<file path="config.mk">
export PLATFORM = sky130hd
export DESIGN_NAME = vlsu_seg_resp_collector
export DESIGN_NICKNAME = d
export VERILOG_FILES = /design/src/rtl/vlsu_seg_resp_collector_pkg.sv /design/src/rtl/vlsu_meta_fifo.sv /design/src/rtl/vlsu_seg_resp_collector.sv
export SDC_FILE = /design/constraint.sdc
export NUM_CORES = 1
export LEC_CHECK = 0
export ABC_AREA = 1
export CAP_MARGIN = 20
export CORE_ASPECT_RATIO = 1.75
export CORE_UTILIZATION = 25
export DETAILED_ROUTE_END_ITERATION = 12
export SLEW_MARGIN = 40
export SYNTH_ARGS = -nofsm -noshare
export SYNTH_HDL_FRONTEND = slang
export SYNTH_SLANG_ARGS = --single-unit
export TNS_END_PERCENT = 100
</file>
<file path="constraint.sdc">
create_clock -name clk -period 16 [get_ports clk]
set_clock_uncertainty 0.2 [all_clocks]
set_input_delay 4 -clock clk [delete_from_list [all_inputs] [get_ports clk]]
set_output_delay 4 -clock clk [all_outputs]
set_load 0.02 [all_outputs]
</file>
<file path="src/rtl/vlsu_seg_resp_collector_pkg.sv">
// ============================================================================
// Module      : VlsuPkg
// Description : Shared VLSU types for the segment response collector.
// Revision    : 1.0 - initial release
// ============================================================================
`default_nettype none

package VlsuPkg;

  localparam int SLEN     = 256;
  localparam int NB       = SLEN / 4;
  localparam int NB_W     = $clog2(NB);
  localparam int TXN_BITS = 8;

  typedef struct packed {
    logic [NB_W-1:0]     page_off;
    logic [TXN_BITS-1:0] txn_num;
    logic [NB_W:0]       ltn;
    logic                req_last;
  } seg_meta_t;

  typedef enum logic [0:0] {
    ST_IDLE = 1'b0,
    ST_BUSY = 1'b1
  } col_state_e;

  // Nibble i is enabled when lo <= i < hi.
  function automatic logic [NB-1:0] nbe_mask(input logic [NB_W-1:0] lo,
                                             input logic [NB_W:0]   hi);
    logic [NB-1:0] m;
    m = '0;
    for (int i = 0; i < NB; i++) begin
      m[i] = (i >= int'(lo)) && (i < int'(hi));
    end
    return m;
  endfunction

endpackage

`default_nettype wire

</file>
<file path="src/rtl/vlsu_meta_fifo.sv">
// ============================================================================
// Module      : vlsu_meta_fifo
// Description : Valid/ready FIFO of segment metadata, no push bypass.
// Revision    : 1.0 - initial release
// ============================================================================
`default_nettype none

module vlsu_meta_fifo
  import VlsuPkg::*;
#(
  parameter int DEPTH = 4
) (
  input  logic                     clk,
  input  logic                     rst,
  input  logic                     i_push_valid,
  output logic                     o_push_ready,
  input  seg_meta_t                i_push_data,
  output logic                     o_pop_valid,
  input  logic                     i_pop_ready,
  output seg_meta_t                o_pop_data,
  output logic [$clog2(DEPTH):0]   o_count_nxt
);

  localparam int PTR_W = $clog2(DEPTH);
  localparam logic [PTR_W:0] C_FULL = DEPTH[PTR_W:0];

  seg_meta_t          r_mem [DEPTH];
  logic [PTR_W-1:0]   r_wr_ptr;
  logic [PTR_W-1:0]   r_rd_ptr;
  logic [PTR_W:0]     r_count;

  logic w_full;
  logic w_empty;
  logic w_push;
  logic w_pop;

  // Full is judged on the registered count only, so a same-cycle pop never frees a slot.
  assign w_full       = (r_count == C_FULL);
  assign w_empty      = (r_count == '0);
  assign w_push       = i_push_valid && !w_full;
  assign w_pop        = i_pop_ready && !w_empty;
  assign o_push_ready = !w_full;
  assign o_pop_valid  = !w_empty;
  assign o_pop_data   = r_mem[r_rd_ptr];

  always_comb begin
    o_count_nxt = r_count;
    case ({w_push, w_pop})
      2'b10:   o_count_nxt = r_count + (PTR_W+1)'(1);
      2'b01:   o_count_nxt = r_count - (PTR_W+1)'(1);
      default: o_count_nxt = r_count;
    endcase
  end

  always_ff @(posedge clk or posedge rst) begin
    if (rst) begin
      r_wr_ptr <= '0;
      r_rd_ptr <= '0;
      r_count  <= '0;
    end else begin
      r_count <= o_count_nxt;
      if (w_push) r_wr_ptr <= r_wr_ptr + PTR_W'(1);
      if (w_pop)  r_rd_ptr <= r_rd_ptr + PTR_W'(1);
    end
  end

  always_ff @(posedge clk) begin
    if (w_push) r_mem[r_wr_ptr] <= i_push_data;
  end

endmodule

`default_nettype wire

</file>
<file path="src/rtl/vlsu_seg_resp_collector.sv">
// ============================================================================
// Module      : vlsu_seg_resp_collector
// Description : Tags bus read beats with nibble enables and segment/request
//               boundaries, forwarding them through a registered stage.
// Revision    : 1.0 - initial release
// ============================================================================
`default_nettype none

module vlsu_seg_resp_collector
  import VlsuPkg::*;
#(
  parameter int SLEN       = VlsuPkg::SLEN,
  parameter int TXN_BITS   = VlsuPkg::TXN_BITS,
  parameter int META_DEPTH = 4
) (
  input  logic                           clk,
  input  logic                           rst,
  input  logic                           seg_valid,
  output logic                           seg_ready,
  input  logic [$clog2(SLEN/4)-1:0]      seg_page_off,
  input  logic [TXN_BITS-1:0]            seg_txn_num,
  input  logic [$clog2(SLEN/4):0]        seg_ltn,
  input  logic                           seg_req_last,
  input  logic                           rsp_valid,
  output logic                           rsp_ready,
  input  logic [SLEN-1:0]                rsp_data,
  input  logic                           rsp_err,
  output logic                           out_valid,
  input  logic                           out_ready,
  output logic [SLEN-1:0]                out_data,
  output logic [SLEN/4-1:0]              out_nbe,
  output logic                           out_seg_last,
  output logic                           out_req_last,
  output logic                           out_err
);

  localparam logic [NB_W:0] C_NB_FULL = (NB_W+1)'(NB);

  col_state_e                    r_state;
  col_state_e                    w_state_nxt;
  logic [TXN_BITS-1:0]           r_txn_cnt;
  logic                          r_err_sticky;

  logic                          r_out_valid;
  logic [SLEN-1:0]               r_out_data;
  logic [NB-1:0]                 r_out_nbe;
  logic                          r_out_seg_last;
  logic                          r_out_req_last;
  logic                          r_out_err;

  seg_meta_t                     w_push_meta;
  seg_meta_t                     w_head;
  logic                          w_head_valid;
  logic [$clog2(META_DEPTH):0]   w_count_nxt;
  logic                          w_accept;
  logic                          w_first;
  logic                          w_last;
  logic [NB_W-1:0]               w_lo;
  logic [NB_W:0]                 w_hi;
  logic                          w_pop;

  assign w_push_meta = '{page_off: seg_page_off, txn_num: seg_txn_num,
                         ltn: seg_ltn, req_last: seg_req_last};

  vlsu_meta_fifo #(
    .DEPTH (META_DEPTH)
  ) u_meta_fifo (
    .clk          (clk),
    .rst          (rst),
    .i_push_valid (seg_valid),
    .o_push_ready (seg_ready),
    .i_push_data  (w_push_meta),
    .o_pop_valid  (w_head_valid),
    .i_pop_ready  (w_pop),
    .o_pop_data   (w_head),
    .o_count_nxt  (w_count_nxt)
  );

  assign w_accept = rsp_valid && rsp_ready;
  assign w_first  = (r_txn_cnt == '0);
  assign w_last   = (r_txn_cnt == w_head.txn_num);
  assign w_lo     = w_first ? w_head.page_off : '0;
  assign w_hi     = w_last ? w_head.ltn : C_NB_FULL;
  assign w_pop    = w_accept && w_last;

  always_comb begin
    w_state_nxt = r_state;
    rsp_ready   = 1'b0;
    case (r_state)
      ST_IDLE: begin
        if (w_count_nxt != '0) w_state_nxt = ST_BUSY;
      end
      ST_BUSY: begin
        rsp_ready = !r_out_valid || out_ready;
        if (w_count_nxt == '0) w_state_nxt = ST_IDLE;
      end
      default: w_state_nxt = ST_IDLE;
    endcase
  end

  always_ff @(posedge clk or posedge rst) begin
    if (rst) begin
      r_state      <= ST_IDLE;
      r_txn_cnt    <= '0;
      r_err_sticky <= 1'b0;
    end else begin
      r_state <= w_state_nxt;
      if (w_accept) begin
        if (w_last) begin
          r_txn_cnt    <= '0;
          r_err_sticky <= 1'b0;
        end else begin
          r_txn_cnt <= r_txn_cnt + TXN_BITS'(1);
          if (rsp_err) r_err_sticky <= 1'b1;
        end
      end
    end
  end

  // Payload only loads on acceptance, so it stays put while stalled downstream.
  always_ff @(posedge clk or posedge rst) begin
    if (rst) begin
      r_out_valid    <= 1'b0;
      r_out_data     <= '0;
      r_out_nbe      <= '0;
      r_out_seg_last <= 1'b0;
      r_out_req_last <= 1'b0;
      r_out_err      <= 1'b0;
    end else begin
      if (w_accept) begin
        r_out_valid    <= 1'b1;
        r_out_data     <= rsp_data;
        r_out_nbe      <= nbe_mask(w_lo, w_hi);
        r_out_seg_last <= w_last;
        r_out_req_last <= w_last && w_head.req_last;
        r_out_err      <= r_err_sticky || rsp_err;
      end else if (out_ready) begin
        r_out_valid <= 1'b0;
      end
    end
  end

  assign out_valid    = r_out_valid;
  assign out_data     = r_out_data;
  assign out_nbe      = r_out_nbe;
  assign out_seg_last = r_out_seg_last;
  assign out_req_last = r_out_req_last;
  assign out_err      = r_out_err;

  a_ltn_nonzero: assert property (@(posedge clk) disable iff (rst)
    (seg_valid && seg_ready) |-> (seg_ltn != '0));

  a_single_txn_edges: assert property (@(posedge clk) disable iff (rst)
    (seg_valid && seg_ready && (seg_txn_num == '0)) |-> ({1'b0, seg_page_off} < seg_ltn));

  a_busy_has_head: assert property (@(posedge clk) disable iff (rst)
    (r_state == ST_BUSY) |-> w_head_valid);

endmodule

`default_nettype wire
</file>
-- Yosys cells after proc, flatten, opt, wreduce, memory -nomap -nowiden
Memories as Yosys holds them, arrays and structs flattened.
Cells that the tools add are included.
- flip-flop bits (word level): 341
- latch bits: 0
- RAM bits: 88
- bits in read-only memories: 0
- input port bits: 284
- output and inout bits: 326
- logic and storage cells: 244
- memories kept: 1
- $add $sub $neg: 5
- multipliers: 0
- div/mod/pow operators: 0
- $lt $le $gt $ge: 127
- equal/unequal tests: 4
- shift-type cells: 0
- multiplexer cells: 14
- bitwise operators: 1
- reductions and logical operators: 80
- memory list (name ; depth ; width ; rd ports ; clocked after Yosys merged registers in ; write ports ; RTL line ; RTL):
    u_meta_fifo.r_mem ; 4 ; 22 ; 1 ; 0 ; 1 ; vlsu_meta_fifo.sv:27 ; seg_meta_t r_mem [DEPTH];
- operator list (kind ; number):
    6-bit by 7-bit less-than comparator with 1-bit output (first input constant) ; 32
    6-bit >= comparator (first input constant) ; 31
    5-bit by 7-bit less-than comparator with 1-bit output (first input constant) ; 16
    5-bit by 6-bit >= comparator with 1-bit output (first input constant) ; 16
    1-bit logical AND ; 68
    4-bit by 7-bit less-than comparator with 1-bit output (first input constant) ; 8
    4-bit by 6-bit >= comparator with 1-bit output (first input constant) ; 8
    3-bit by 7-bit less-than comparator with 1-bit output (first input constant) ; 4
    3-bit by 6-bit >= comparator with 1-bit output (first input constant) ; 4
    1-bit by 7-bit less-than comparator with 1-bit output (first input constant) ; 2
    2-bit by 7-bit less-than comparator with 1-bit output (first input constant) ; 2
    1-bit by 6-bit >= comparator with 1-bit output (first input constant) ; 2
    2-bit by 6-bit >= comparator with 1-bit output (first input constant) ; 2
    1-bit two-way mux ; 9
    8-bit by 1-bit adder with 8-bit output (second input constant) ; 1
    8-bit == test ; 1
    8-bit logical NOT ; 1
    8-bit two-way mux ; 1
    7-bit two-way mux ; 1
    3-bit logical NOT ; 2
    6-bit two-way mux ; 1
    3-bit one-hot mux with 2 select lines ; 1
    2-bit by 1-bit adder with 2-bit output (second input constant) ; 2
    2-bit nonzero test ; 2
    11 further kinds ; 14

-- Logic depth before layout (Yosys ltp)
- depth in word-level cells: 11
- gate-level depth with buffers: 22
- gate-level depth less buffers: 20

-- Hierarchy
Synthesis repeated with hierarchy kept, for this count alone.
- cell total of the unflattened synthesis: 2040
- area total of the unflattened synthesis: 17942.2 µm²
- modules (own cells, without submodules) (module ; instances ; cells an instance ; area an instance (µm²) ; sequential area each (µm²)):
    vlsu_seg_resp_collector ; 1 ; 1724 ; 13970.9 ; 8358.0
    vlsu_meta_fifo ; 1 ; 316 ; 3971.3 ; 2817.7

-- Worst setup path after synthesis
No wires, ideal clock.
- path type: in2out
- start point: in out_ready
- end point: out rsp_ready
- arrival time: 4313 ps
- data required time: 11800 ps
- path slack: 7487 ps
- stages: 3
- path buffers: 0
- cell sequence: inv_1 nand2_1 and2_1
- word-level cells in the longest chain between the ends: 2
- ends and longest elaborated chain (element ; RTL line ; RTL):
    start: declaration ; vlsu_seg_resp_collector.sv:29 ; input logic out_ready,
    1-bit logical OR ; vlsu_seg_resp_collector.sv:94 ; rsp_ready = !r_out_valid || out_ready;
    1-bit two-way mux ; vlsu_seg_resp_collector.sv:89 ; case (r_state)
    end: declaration ; vlsu_seg_resp_collector.sv:25 ; output logic rsp_ready,
No other way between the ends.

-- Worst setup path after layout
Ends and elaborated chain as after synthesis.

==> qor.yml <==
clock_network:
  cts_buffer_depth: 3
  cts.sinks: 429
  post_cts_buffers: 0
  cts_hold_buf: 0
  path_clk_slew_ns: 0.06
  clock_latency_ns: 0.57
  h-tree-depth: 2
  cts-resized-gates: 0
  cts.root.buffer_cell: "clkbuf_16"
  numCtsBuffers: 44
  cts_tree: "built"
worst_setup_path:
  path_max_fanout: 2
  start_kind: "input port"
  critPathArrivalTime_ns: 5.38
  cp_num_buf_inv: 3
  crit_top_cell: "clkdlybuf4s50_1"
  cp-end-kind: "output port"
  crit_type: "in2out"
  crit_family: "buffers and inverters"
  cp_slowest_cell: "clkdlybuf4s50_1"
  cp_slowest_stage_delay_ns: 0.62
  required_ns: 11.80
  path_cells: "clkdlybuf4s50_1 > inv_1 > nand2_1 > and2_1 > clkdlybuf4s50_1"
timing:
  slew_headroom_pct: 45.3
  fmax_mhz: 104
  fin_ws_ns: 6.42
  period_share_pct: 59.9
  drv_slew: 0
  tns_ns: 0
  timing.final.hold_violations: 0
  min_period_ns: 9.58
  setup-violations-final: 0
  rsz0062_at_grt: "false"
  worst_slew_pin_slew_ns: 0.815
run:
  max_cap_viol_count: 0
placed_design:
  place_congestion: 0.955
  placed_cells: 3491
  hpwl_um: 48400
  dpl_cell_area_um2: 24800
  pre_cts_slack_ns: 6.41
  numPortBuffers: 609
detailed_routing:
  route.vias.total: 15300
  drt_first_iter_violations: 1144
  antenna_left: 0
  drt-total-wl_um: 65900
  first_pass_iters: 5
  post_drt_wl_per_cell_um: 18.4
  drc: 0
  vias_per_cell: 4.29
pwr:
  power_mw: 4.47
  clkPwrFrac_pct: 24.1
  switching_share_pct: 37.4
  pwr-share-comb_pct: 39.7
  ir_drop_mv: 0.130
  p_sw_mw: 1.67
  powerDensity_nw_per_um2: 170
  p_leak_nw: 12.1
  cell_internal_pwr_mw: 2.80
  p_seq_share_pct: 36.2
floorplan:
  num_rows: 129
  initial_core_util_pct: 25.2
  die_x_um: 204
  die_h_um: 355
  ios: 610
  die_area_um2: 72300
  core_area_um2: 70500
yosys:
  yosys-top-cells-area: "dfrtp_1, nand2_1, edfxtp_1, nand3_1, o21ai_0"
  ys_seq_elements: 429
  ys_seq_area_share_pct: 62.8
  postSynthNetCount: 2322
  synth_warnings: 0
  synth_flop_cell: "dfrtp_1"
  synth_top_area_cell: "dfrtp_1"
  postSynthCellCount: 2030
  synth-edff-count: 88
  avgSynthCellArea_um2: 8.77
  yosys.area.top_type_share_pct: 48.0
  syn_area_um2: 17800
  synthArstFlopShare_pct: 79.5
  synth_cell_type_count: 38
cells_and_area:
  mostFrequentLayoutCells: "nand2_1, clkdlybuf4s50_1, dfrtp_1, nand3_1, edfxtp_1"
  fin_area_um2: 26300
  area_growth_pct: 47.9
  layout_commonest_cell: "nand2_1"
  nNetsFinal: 2912
  fin_cells: 3571
  fillers: 7172
  drive_gt1_share_pct: 4.68
global_routing:
  grt_pass1_vias: 14900
  gr-total-overflow: 0
  grt_usage_pct: 17.8
  grt_pass1_wl_um: 96200
  grt_max_degree: 126
  antenna_found_initial: 3
min_path:
  min_path_type: "reg2reg"
outcome:
  outcome: "finished clean"
==> flip-flops by register name, indices dropped and copies added, names as in the netlist <==
signal	cells
out_data	256
out_nbe	64
u_meta_fifo.r_wr_ptr	2
r_err_sticky	1
out_err	1
out_valid	1
out_seg_last	1
u_meta_fifo.r_rd_ptr	2
r_txn_cnt	8
out_req_last	1
u_meta_fifo.r_count	3
r_state	1
u_meta_fifo.r_mem	88
==> per-stage QoR <==
step | util, % | hold slack [ns]
after floorplan | - | 0.260
after global placement | 35.2 | 0.260
after detailed placement | 35.2 | 0.264
after CTS | 37.3 | 0.280
after global routing | 37.3 | 0.289
final | 37.3 | 0.275
==> layer usage <==
layer	wire [um]	GRT usage [%]	part of all wire, %	up-vias
met2	33700	31.5	51	455
li1	-	-	-	7543
met1	25800	20.6	39	7235
met4	2490	7.50	3.8	2
met3	3770	3.63	5.7	92
met5	7	0	0.011	-
==> cells in the mapped netlist (all sizes together), types with 2 or more instances <==
cell    count
clkinv      2
dfrtp     341
nand2    1140
xor2        4
edfxtp     88
a21oi      18
inv        71
a32oi       6
nor2       84
nand3b      3
o21ai      59
ha          7
a31oi       2
nor3        3
a211oi      2
clkbuf     58
buf        26
nand3     105
o22ai       2
o31ai       2
==> worst reg2reg max path, cell delays in order (launching register included) <==
cell and delay (ns):
dfrtp_1 0.32, buf_4 0.44, inv_6 0.29, nand2_1 0.13
nand3_1 0.12, nand2_1 0.14, nand2_1 0.06, nand2_1 0.05
nand2_1 0.07, nor2_2 0.25, nand2_2 0.19, nor2_1 0.33
nand2_1 0.16, inv_1 0.09, ha_1 0.15, inv_1 0.07
fa_1 0.37, a21oi_1 0.14, o21ai_0 0.10, xor2_1 0.17
or3_1 0.32
==> power by group through the flow <==
stage / Combinational, mW / Sequential (mW) / Clock [mW]
floorplan: 0.559 / 1.96 / 0
global placement: 1.79 / 1.63 / 0
detailed placement: 1.80 / 1.64 / 0
CTS: 1.81 / 1.62 / 1.12
global route: 1.92 / 1.66 / 1.15
finish: 1.78 / 1.62 / 1.08
==> worst paths after layout <==
kind                                         start             to  slack (ns)  depth (start not counted)
setup / recovery                         out_ready      rsp_ready        6.42                          5
hold / removal                        out_data[18]   out_data[18]        0.28                          2
setup reg to reg           u_meta_fifo.r_rd_ptr[0]        r_state       11.73                         20
hold reg to reg                       out_data[18]   out_data[18]        0.28                          2
max in group asynchronous                      rst  out_data[154]       10.15                          4
min in group asynchronous                      rst   out_data[33]        3.72                          2
==> cell type report <==
type                    count  area, um^2  share of cell area, %
diodes                      2        5.00                 0.0190
clock buffers              60        1240                   4.72
clock inverters            18         235                  0.893
inverters                  73         299                   1.14
multi-input cells        1444        5970                   22.7
flip-flops and latches    429       11200                   42.4
well taps                 917        1150                   4.36
repair buffers            628        6250                   23.8
==> kinds of logic (layout without fill, tap and decap cells) <==
logic type,after synthesis,count (layout),share of synthesized area [%]
AO/OA/AOI/OAI,93,93,2.86
other,0,2,0
flip-flops,429,429,62.8
AND/OR/NAND/NOR,1338,1338,29.7
buffers and inverters,157,779,3.76
XOR/XNOR,5,5,0.246
adder cells (fa/ha/maj),8,8,0.605
(Power assumes the default switching activity.)
